==> src/rtl/piradip_bit_sync_detect.sv <==
// Serial-bit frame synchronizer.
// Hunts for a fixed sync word in a one-bit-per-beat stream, then forwards only
// the payload bits of each frame, flagging the first one with out_align so the
// downstream packer can realign. The sync word is re-checked between frames
// and lock is released after MISS_LIMIT consecutive failed checks.
module piradip_bit_sync_detect #(
    parameter int                    SYNC_WIDTH = 32,
    parameter logic [SYNC_WIDTH-1:0] SYNC_WORD  = 32'h1ACFFC1D,
    parameter int                    FRAME_BITS = 1024,
    parameter int                    MAX_ERRORS = 0,
    parameter int                    MISS_LIMIT = 3
) (
    input  logic        clk,
    input  logic        rst,
    input  logic        in_valid,
    output logic        in_ready,
    input  logic        in_data,
    output logic        out_valid,
    input  logic        out_ready,
    output logic        out_data,
    output logic        out_align,
    output logic        locked,
    output logic        sync_lost,
    output logic [15:0] frame_count
);

    // One counter serves both the payload phase and the sync re-check phase,
    // so it has to hold the larger of the two lengths.
    localparam int CNT_MAX = (FRAME_BITS > SYNC_WIDTH) ? FRAME_BITS : SYNC_WIDTH;
    localparam int CNT_W   = $clog2(CNT_MAX + 1);
    localparam int FILL_W  = $clog2(SYNC_WIDTH + 1);
    localparam int MISS_W  = (MISS_LIMIT > 1) ? $clog2(MISS_LIMIT) : 1;

    localparam logic [CNT_W-1:0]  FRAME_LAST = CNT_W'(FRAME_BITS - 1);
    localparam logic [CNT_W-1:0]  SYNC_LAST  = CNT_W'(SYNC_WIDTH - 1);
    localparam logic [FILL_W-1:0] FILL_LAST  = FILL_W'(SYNC_WIDTH - 1);
    localparam logic [FILL_W-1:0] FILL_FULL  = FILL_W'(SYNC_WIDTH);
    localparam logic [MISS_W-1:0] MISS_LAST  = MISS_W'(MISS_LIMIT - 1);

    typedef enum logic [1:0] {
        SEARCH,
        PAYLOAD,
        CHECK
    } state_t;

    state_t              state, state_n;
    logic [SYNC_WIDTH-1:0] sr, sr_n, sr_shift;
    logic [FILL_W-1:0]   fill_cnt, fill_n;
    logic [CNT_W-1:0]    bit_cnt, bit_n;
    logic [MISS_W-1:0]   miss_cnt, miss_n;
    logic [15:0]         fc_n;
    logic                locked_n;
    logic                lost_n;
    logic                armed, armed_n;
    logic                ov_n, od_n, oa_n;
    logic                accept;
    logic                match;

    // Number of positions where the window differs from the sync word.
    function automatic int hamming(input logic [SYNC_WIDTH-1:0] v);
        int n;
        n = 0;
        for (int i = 0; i < SYNC_WIDTH; i++) begin
            n = n + int'(v[i]);
        end
        return n;
    endfunction

    assign sr_shift = {sr[SYNC_WIDTH-2:0], in_data};
    assign match    = (hamming(sr_shift ^ SYNC_WORD) <= MAX_ERRORS);
    assign accept   = in_valid & in_ready;

    // Upstream is stalled only by a full output register during payload,
    // and held off entirely while reset is asserted.
    always_comb begin
        in_ready = 1'b0;
        if (!rst) begin
            if (state == PAYLOAD) begin
                in_ready = ~out_valid | out_ready;
            end else begin
                in_ready = 1'b1;
            end
        end
    end

    // Next-state and next-value logic for the framing FSM and its datapath.
    always_comb begin
        state_n  = state;
        sr_n     = sr;
        fill_n   = fill_cnt;
        bit_n    = bit_cnt;
        miss_n   = miss_cnt;
        fc_n     = frame_count;
        locked_n = locked;
        lost_n   = 1'b0;
        armed_n  = armed;
        ov_n     = out_valid;
        od_n     = out_data;
        oa_n     = out_align;

        if (out_valid && out_ready) begin
            ov_n = 1'b0;
        end

        if (accept) begin
            sr_n = sr_shift;
            unique case (state)
                SEARCH: begin
                    if (fill_cnt != FILL_FULL) begin
                        fill_n = fill_cnt + 1'b1;
                    end
                    if ((fill_cnt >= FILL_LAST) && match) begin
                        state_n  = PAYLOAD;
                        locked_n = 1'b1;
                        fc_n     = frame_count + 16'd1;
                        armed_n  = 1'b1;
                        bit_n    = '0;
                    end
                end
                PAYLOAD: begin
                    ov_n    = 1'b1;
                    od_n    = in_data;
                    oa_n    = armed;
                    armed_n = 1'b0;
                    if (bit_cnt == FRAME_LAST) begin
                        bit_n   = '0;
                        state_n = CHECK;
                    end else begin
                        bit_n = bit_cnt + 1'b1;
                    end
                end
                CHECK: begin
                    if (bit_cnt == SYNC_LAST) begin
                        bit_n = '0;
                        if (match) begin
                            miss_n  = '0;
                            fc_n    = frame_count + 16'd1;
                            state_n = PAYLOAD;
                            armed_n = 1'b1;
                        end else if (miss_cnt == MISS_LAST) begin
                            miss_n   = '0;
                            fill_n   = '0;
                            state_n  = SEARCH;
                            locked_n = 1'b0;
                            lost_n   = 1'b1;
                        end else begin
                            miss_n  = miss_cnt + 1'b1;
                            state_n = PAYLOAD;
                            armed_n = 1'b1;
                        end
                    end else begin
                        bit_n = bit_cnt + 1'b1;
                    end
                end
                default: begin
                    state_n = SEARCH;
                end
            endcase
        end
    end

    // State and datapath registers; reset discards any buffered output bit.
    always_ff @(posedge clk) begin
        if (rst) begin
            state       <= SEARCH;
            sr          <= '0;
            fill_cnt    <= '0;
            bit_cnt     <= '0;
            miss_cnt    <= '0;
            frame_count <= '0;
            locked      <= 1'b0;
            sync_lost   <= 1'b0;
            armed       <= 1'b0;
            out_valid   <= 1'b0;
            out_data    <= 1'b0;
            out_align   <= 1'b0;
        end else begin
            state       <= state_n;
            sr          <= sr_n;
            fill_cnt    <= fill_n;
            bit_cnt     <= bit_n;
            miss_cnt    <= miss_n;
            frame_count <= fc_n;
            locked      <= locked_n;
            sync_lost   <= lost_n;
            armed       <= armed_n;
            out_valid   <= ov_n;
            out_data    <= od_n;
            out_align   <= oa_n;
        end
    end

endmodule

==> config.mk <==
export PLATFORM = sky130hd
export DESIGN_NAME = piradip_bit_sync_detect
export DESIGN_NICKNAME = d
export VERILOG_FILES = /design/src/rtl/piradip_bit_sync_detect.sv
export SDC_FILE = /design/constraint.sdc
export NUM_CORES = 1
export LEC_CHECK = 0
export ABC_CLOCK_PERIOD_IN_PS = 25300
export BUFFER_PORTS_ARGS = -buffer_cell sky130_fd_sc_hd__clkbuf_2
export CAP_MARGIN = 5
export CORE_ASPECT_RATIO = 0.7
export CORE_MARGIN = 2
export CORE_UTILIZATION = 55
export CTS_CLUSTER_DIAMETER = 200
export DETAILED_ROUTE_END_ITERATION = 16
export PLACE_DENSITY = 0.84
export SLEW_MARGIN = 20
export SYNTH_ARGS = -nofsm -noshare
export SYNTH_HDL_FRONTEND = slang
export SYNTH_SLANG_ARGS = --single-unit
==> constraint.sdc <==
create_clock -name clk -period 25.3 [get_ports clk]
set_input_delay 7.59 -clock clk [delete_from_list [all_inputs] [get_ports clk]]
set_output_delay 7.59 -clock clk [all_outputs]
set_load 0.01 [all_outputs]
-- Yosys cells after proc, flatten, opt, wreduce, memory -nomap -nowiden
Cells that the tools add are included.
- add/sub/neg operators: 35
- $lt $le $gt $ge: 2
- equality and inequality tests: 14
- multiplexer cells: 36
- bitwise operators: 7
- reduce and logical (&&, ||, !) cells: 14
- operators with widths (operator ; count):
    16-bit 2-to-1 mux ; 3
    11-bit 2-to-1 mux ; 3
    11-bit case mux with 3 select lines ; 1
    31-bit by 1-bit adder with 32-bit output ; 1
    32-bit by 1-bit <= comparator with 1-bit output, second input constant ; 1
    16-bit case mux with 2 select lines ; 1
    30-bit by 1-bit adder with 31-bit output ; 1
    29-bit by 1-bit adder with 30-bit output ; 1
    28-bit by 1-bit adder with 29-bit output ; 1
    27-bit by 1-bit adder with 28-bit output ; 1
    26-bit by 1-bit adder with 27-bit output ; 1
    25-bit by 1-bit adder with 26-bit output ; 1
    24-bit by 1-bit adder with 25-bit output ; 1
    23-bit by 1-bit adder with 24-bit output ; 1
    6-bit 2-to-1 mux ; 4
    22-bit by 1-bit adder with 23-bit output ; 1
    21-bit by 1-bit adder with 22-bit output ; 1
    20-bit by 1-bit adder with 21-bit output ; 1
    19-bit by 1-bit adder with 20-bit output ; 1
    18-bit by 1-bit adder with 19-bit output ; 1
    19-bit inverter ; 1
    17-bit by 1-bit adder with 18-bit output ; 1
    16-bit by 1-bit adder with 17-bit output ; 1
    15-bit by 1-bit adder with 16-bit output ; 1
    46 further kinds ; 77
- register bits: 74
- input bits: 5
- logic and storage cells: 120

-- Depth between registers and ports, before layout
- depth in word-level cells: 36
- mapped depth: 21
- mapped depth without buffers: 20

-- Worst setup path before layout
No wires, ideal clock.
- path type: input-to-output
- from: input out_ready
- to: output in_ready
- arrival time: 7.983 ns
- path slack: 9.727 ns
- stages on the path: 2
- path buffers: 0
- cells stage by stage: and3b_1 > nor2_1
- word-level cells in the longest chain between the ends: 3
- RTL lines (element ; line ; text):
    start, declared ; 19 ; input logic out_ready,
    1-bit OR ; 79 ; in_ready = ~out_valid | out_ready;
    1-bit 2-to-1 mux ; 78 ; if (state == PAYLOAD) begin
    1-bit 2-to-1 mux ; 77 ; if (!rst) begin
    end, declared ; 16 ; output logic in_ready,
Every way passes these cells.

-- Final worst setup path
- from: input rst
- to: output in_ready
- word-level cells in the longest chain between the ends: 1
- RTL lines (element ; line ; text):
    start, declared ; 14 ; input logic rst,
    1-bit 2-to-1 mux ; 77 ;
Every way passes these cells.

==> metrics.txt <==
P_leak 0.001771 uW; Area Overhead vs Synth 9.344%; placeable core region 0.007254 mm2; detailed placement HPWL 6440 um; status finished, final reports clean; DR WL/cell 14.81 um; chip width between 100 and 150 um; YS warnings 0; Remaining DRCs 0; post-synthesis mux area share 0.7966%; Crit path required time 17710 ps; Die Ht 76.10 um; Post-Syn Nets 515; Mapped Area 0.004084 mm2; Slew @ Worst Pin 855.7 ps; gr ovfl total 0; buffers and inverters on the worst path 3; startpoint types input port; share of layout cells above drive strength 1 11.31%; Synth Instances 471; setup bufs post-CTS 0; delay-heaviest family, CP buffers and inverters; largest net degree at the start of global routing 62; n_diodes 0; crit path capture type output pin; Slew headroom 42.85%; crit-path cells clkbuf_2 -> buf_4 -> nor2_1 -> clkbuf_2; first-pass GRT wire length 14840 um; combinational family with the most area after synthesis simple AND/OR/NAND/NOR gates; Top cell by count, worst path clkbuf_2; worst-case clock buffer depth 2; CTS hold repair buffers 0; WS Path Type input port to output pin; Routed Antenna Nets 0; CTS Buf Count 9; GR Util All Layers between 20% and 30%; Clock Latency Late Sink ~360 ps; critical path arrival 8510 ps; Starting Density between 50% and 60%; PD cells 50.12 mW/mm2; CTS resizes 0; Final Slew Violations 0; vias 3341; Final Critical Period 16100 ps; footprint of the multi-input gates 0.002285 mm2; top_reg_cell synth dfxtp_1; Adder-Cell Fraction of Synth Area between 15 and 20%; CTS tree yes; hold slack final 453.4 ps; post-synthesis simple-gate area fraction 21.26%; DRT Pass-1 Iters 5; Power Total 223.8 uW; H-tree Lvls 3; RePlAce Congestion 0.8996; average size of a mapped cell 8.671 um2; vias per cell 5.634; area fraction in compound gates after synthesis 13.94%; initial antenna violation count 0; number of flops mapped to enable cells by yosys 0; vias in the first global route 3113; Worst IR Drop VDD 0.03486 mV; fin crit share between 60% and 70%; Final Hold Vio Count 0; Post-synth ARST share 0%; Setup violations, final 0; Critical-path top delay cell buf_4; Fill cells about 620; CTS Root Cell clkbuf_8; Critical Path Fanout Max 61; Die Area 0.008142 mm2; skew final 12.97 ps; Seq/Total Area, Yosys 36.27%; cell taking the most area after synthesis dfxtp_1; # rows 26; Synth Area in XOR/XNOR 3.431%; clock transition at the registers of the reported paths around 70 ps; CTS Sinks 74; synth top area cells dfxtp_1, fa_1, inv_1; top cell type's share of synthesized area 36.27%; initial DRC count ~280; unrepaired setup endpoints after global routing no; crit-path max cell delay 530 ps; Setup TNS 0 ps; Distinct cells, synth 53; Nets 534; Reg area about 0.0015 mm2; WL final 8781 um; Synth Register Bits 74; IO buf count 26; Max Clk Rate around 62 MHz; max cap viols 0; Hold WC Path Type register to register; Top Ports 27
==> sequential cells by signal (all words and copies together) (netlist names) <==
name         cells
frame_count     16
state            2
fill_cnt         6
locked           1
out_align        1
out_valid        1
sync_lost        1
miss_cnt         2
out_data         1
bit_cnt         11
sr              31
armed            1
==> metrics by stage <==
stage	instances	setup slack, ps	utilization, %	instance area [um2]
after floorplan	471	9727	-	4084
after global placement	577	9215	59.07	4285
after detailed placement	577	9220	59.07	4285
after CTS	593	9218	61.56	4466
after global routing	593	9155	61.56	4466
final	593	9202	61.56	4466
==> worst min-delay path, stage by stage, from the launching register on <==
cell and delay [ps]:
dfxtp_1 330, nand2_1 50, o31ai_1 50
==> cells in the final DEF (no fill, tap or decap), types with 2 or more instances in the layout <==
| master | n |
|---|---|
| nor2b_1 | 6 |
| clkinvlp_4 | 2 |
| clkbuf_2 | 26 |
| nor4_1 | 2 |
| clkinv_2 | 2 |
| a211oi_1 | 3 |
| o31ai_1 | 22 |
| xor2_1 | 13 |
| nand3_1 | 23 |
| and3_1 | 6 |
| or4_1 | 6 |
| or3_1 | 7 |
| clkbuf_8 | 10 |
| nor3_1 | 9 |
| nand4_1 | 14 |
| ha_1 | 15 |
| nor2_1 | 23 |
| and2_1 | 5 |
| a31oi_1 | 4 |
| nand4b_1 | 3 |
| xnor2_1 | 3 |
| dfxtp_1 | 74 |
| a21oi_1 | 16 |
| o21ai_0 | 24 |
| fa_1 | 24 |
| clkinv_4 | 2 |
| nand2_1 | 52 |
| inv_1 | 64 |
| buf_4 | 3 |
| mux2_2 | 2 |
| o211ai_1 | 2 |
| and4_1 | 3 |
==> synth_stat cells (2+ instances only) <==
master,count
and3_1,6
nand2_1,52
o31ai_1,22
nand4b_1,3
a21oi_1,16
nor2b_1,6
o211ai_1,2
dfxtp_1,74
nand3_1,23
or4_1,6
inv_1,64
nor2_1,23
nor4_1,2
xor2_1,13
fa_1,24
xnor2_1,3
nand4_1,14
a211oi_1,3
mux2_2,2
and2_1,5
a31oi_1,4
nor3_1,9
o21ai_0,24
and4_1,3
clkbuf_1,20
ha_1,15
or3_1,7
==> report_power, final <==
part           switching (uW)  internal [uW]
sequential              0.572            117
combinational            15.5           7.44
clock                    45.2           38.2
total                    61.3            162
==> logic make-up (layout without fill, tap and decap cells) <==
| family | after synthesis | in the layout |
|---|---|---|
| compound gates | 85 | 85 |
| simple gates | 168 | 168 |
| fa+ha+maj | 39 | 39 |
| flops | 74 | 74 |
| xor+xnor | 16 | 16 |
| buf+inv | 86 | 110 |
| mux | 3 | 3 |
==> final timing paths <==
check,end,startpoint,cells past startpoint,slack [ps]
worst max register to register,frame_count[11],sr[0],18,18140
worst min register to register,sr[8],sr[7],2,450
worst min-delay path,sr[8],sr[7],2,450
worst max-delay path,in_ready,rst,4,9200
==> layout make-up <==
| type | instances | share of cell area, % |
|---|---|---|
| inverters | 65 | 5.464 |
| clock inverters | 6 | 0.9526 |
| multi-input cells | 311 | 51.16 |
| clock buffers | 10 | 3.082 |
| repair buffers | 29 | 3.418 |
| flip-flops and latches | 74 | 33.17 |
| well taps | 98 | 2.746 |
==> routing by layer <==
layer	vias to the layer above	track usage (%)	wire length, um
met4	0	6.494	81
met3	10	6.245	538
met2	98	33.31	3785
met5	-	0	0
li1	1642	-	-
met1	1591	33.79	4375
No activity file was read; power rests on OpenSTA's default activity.
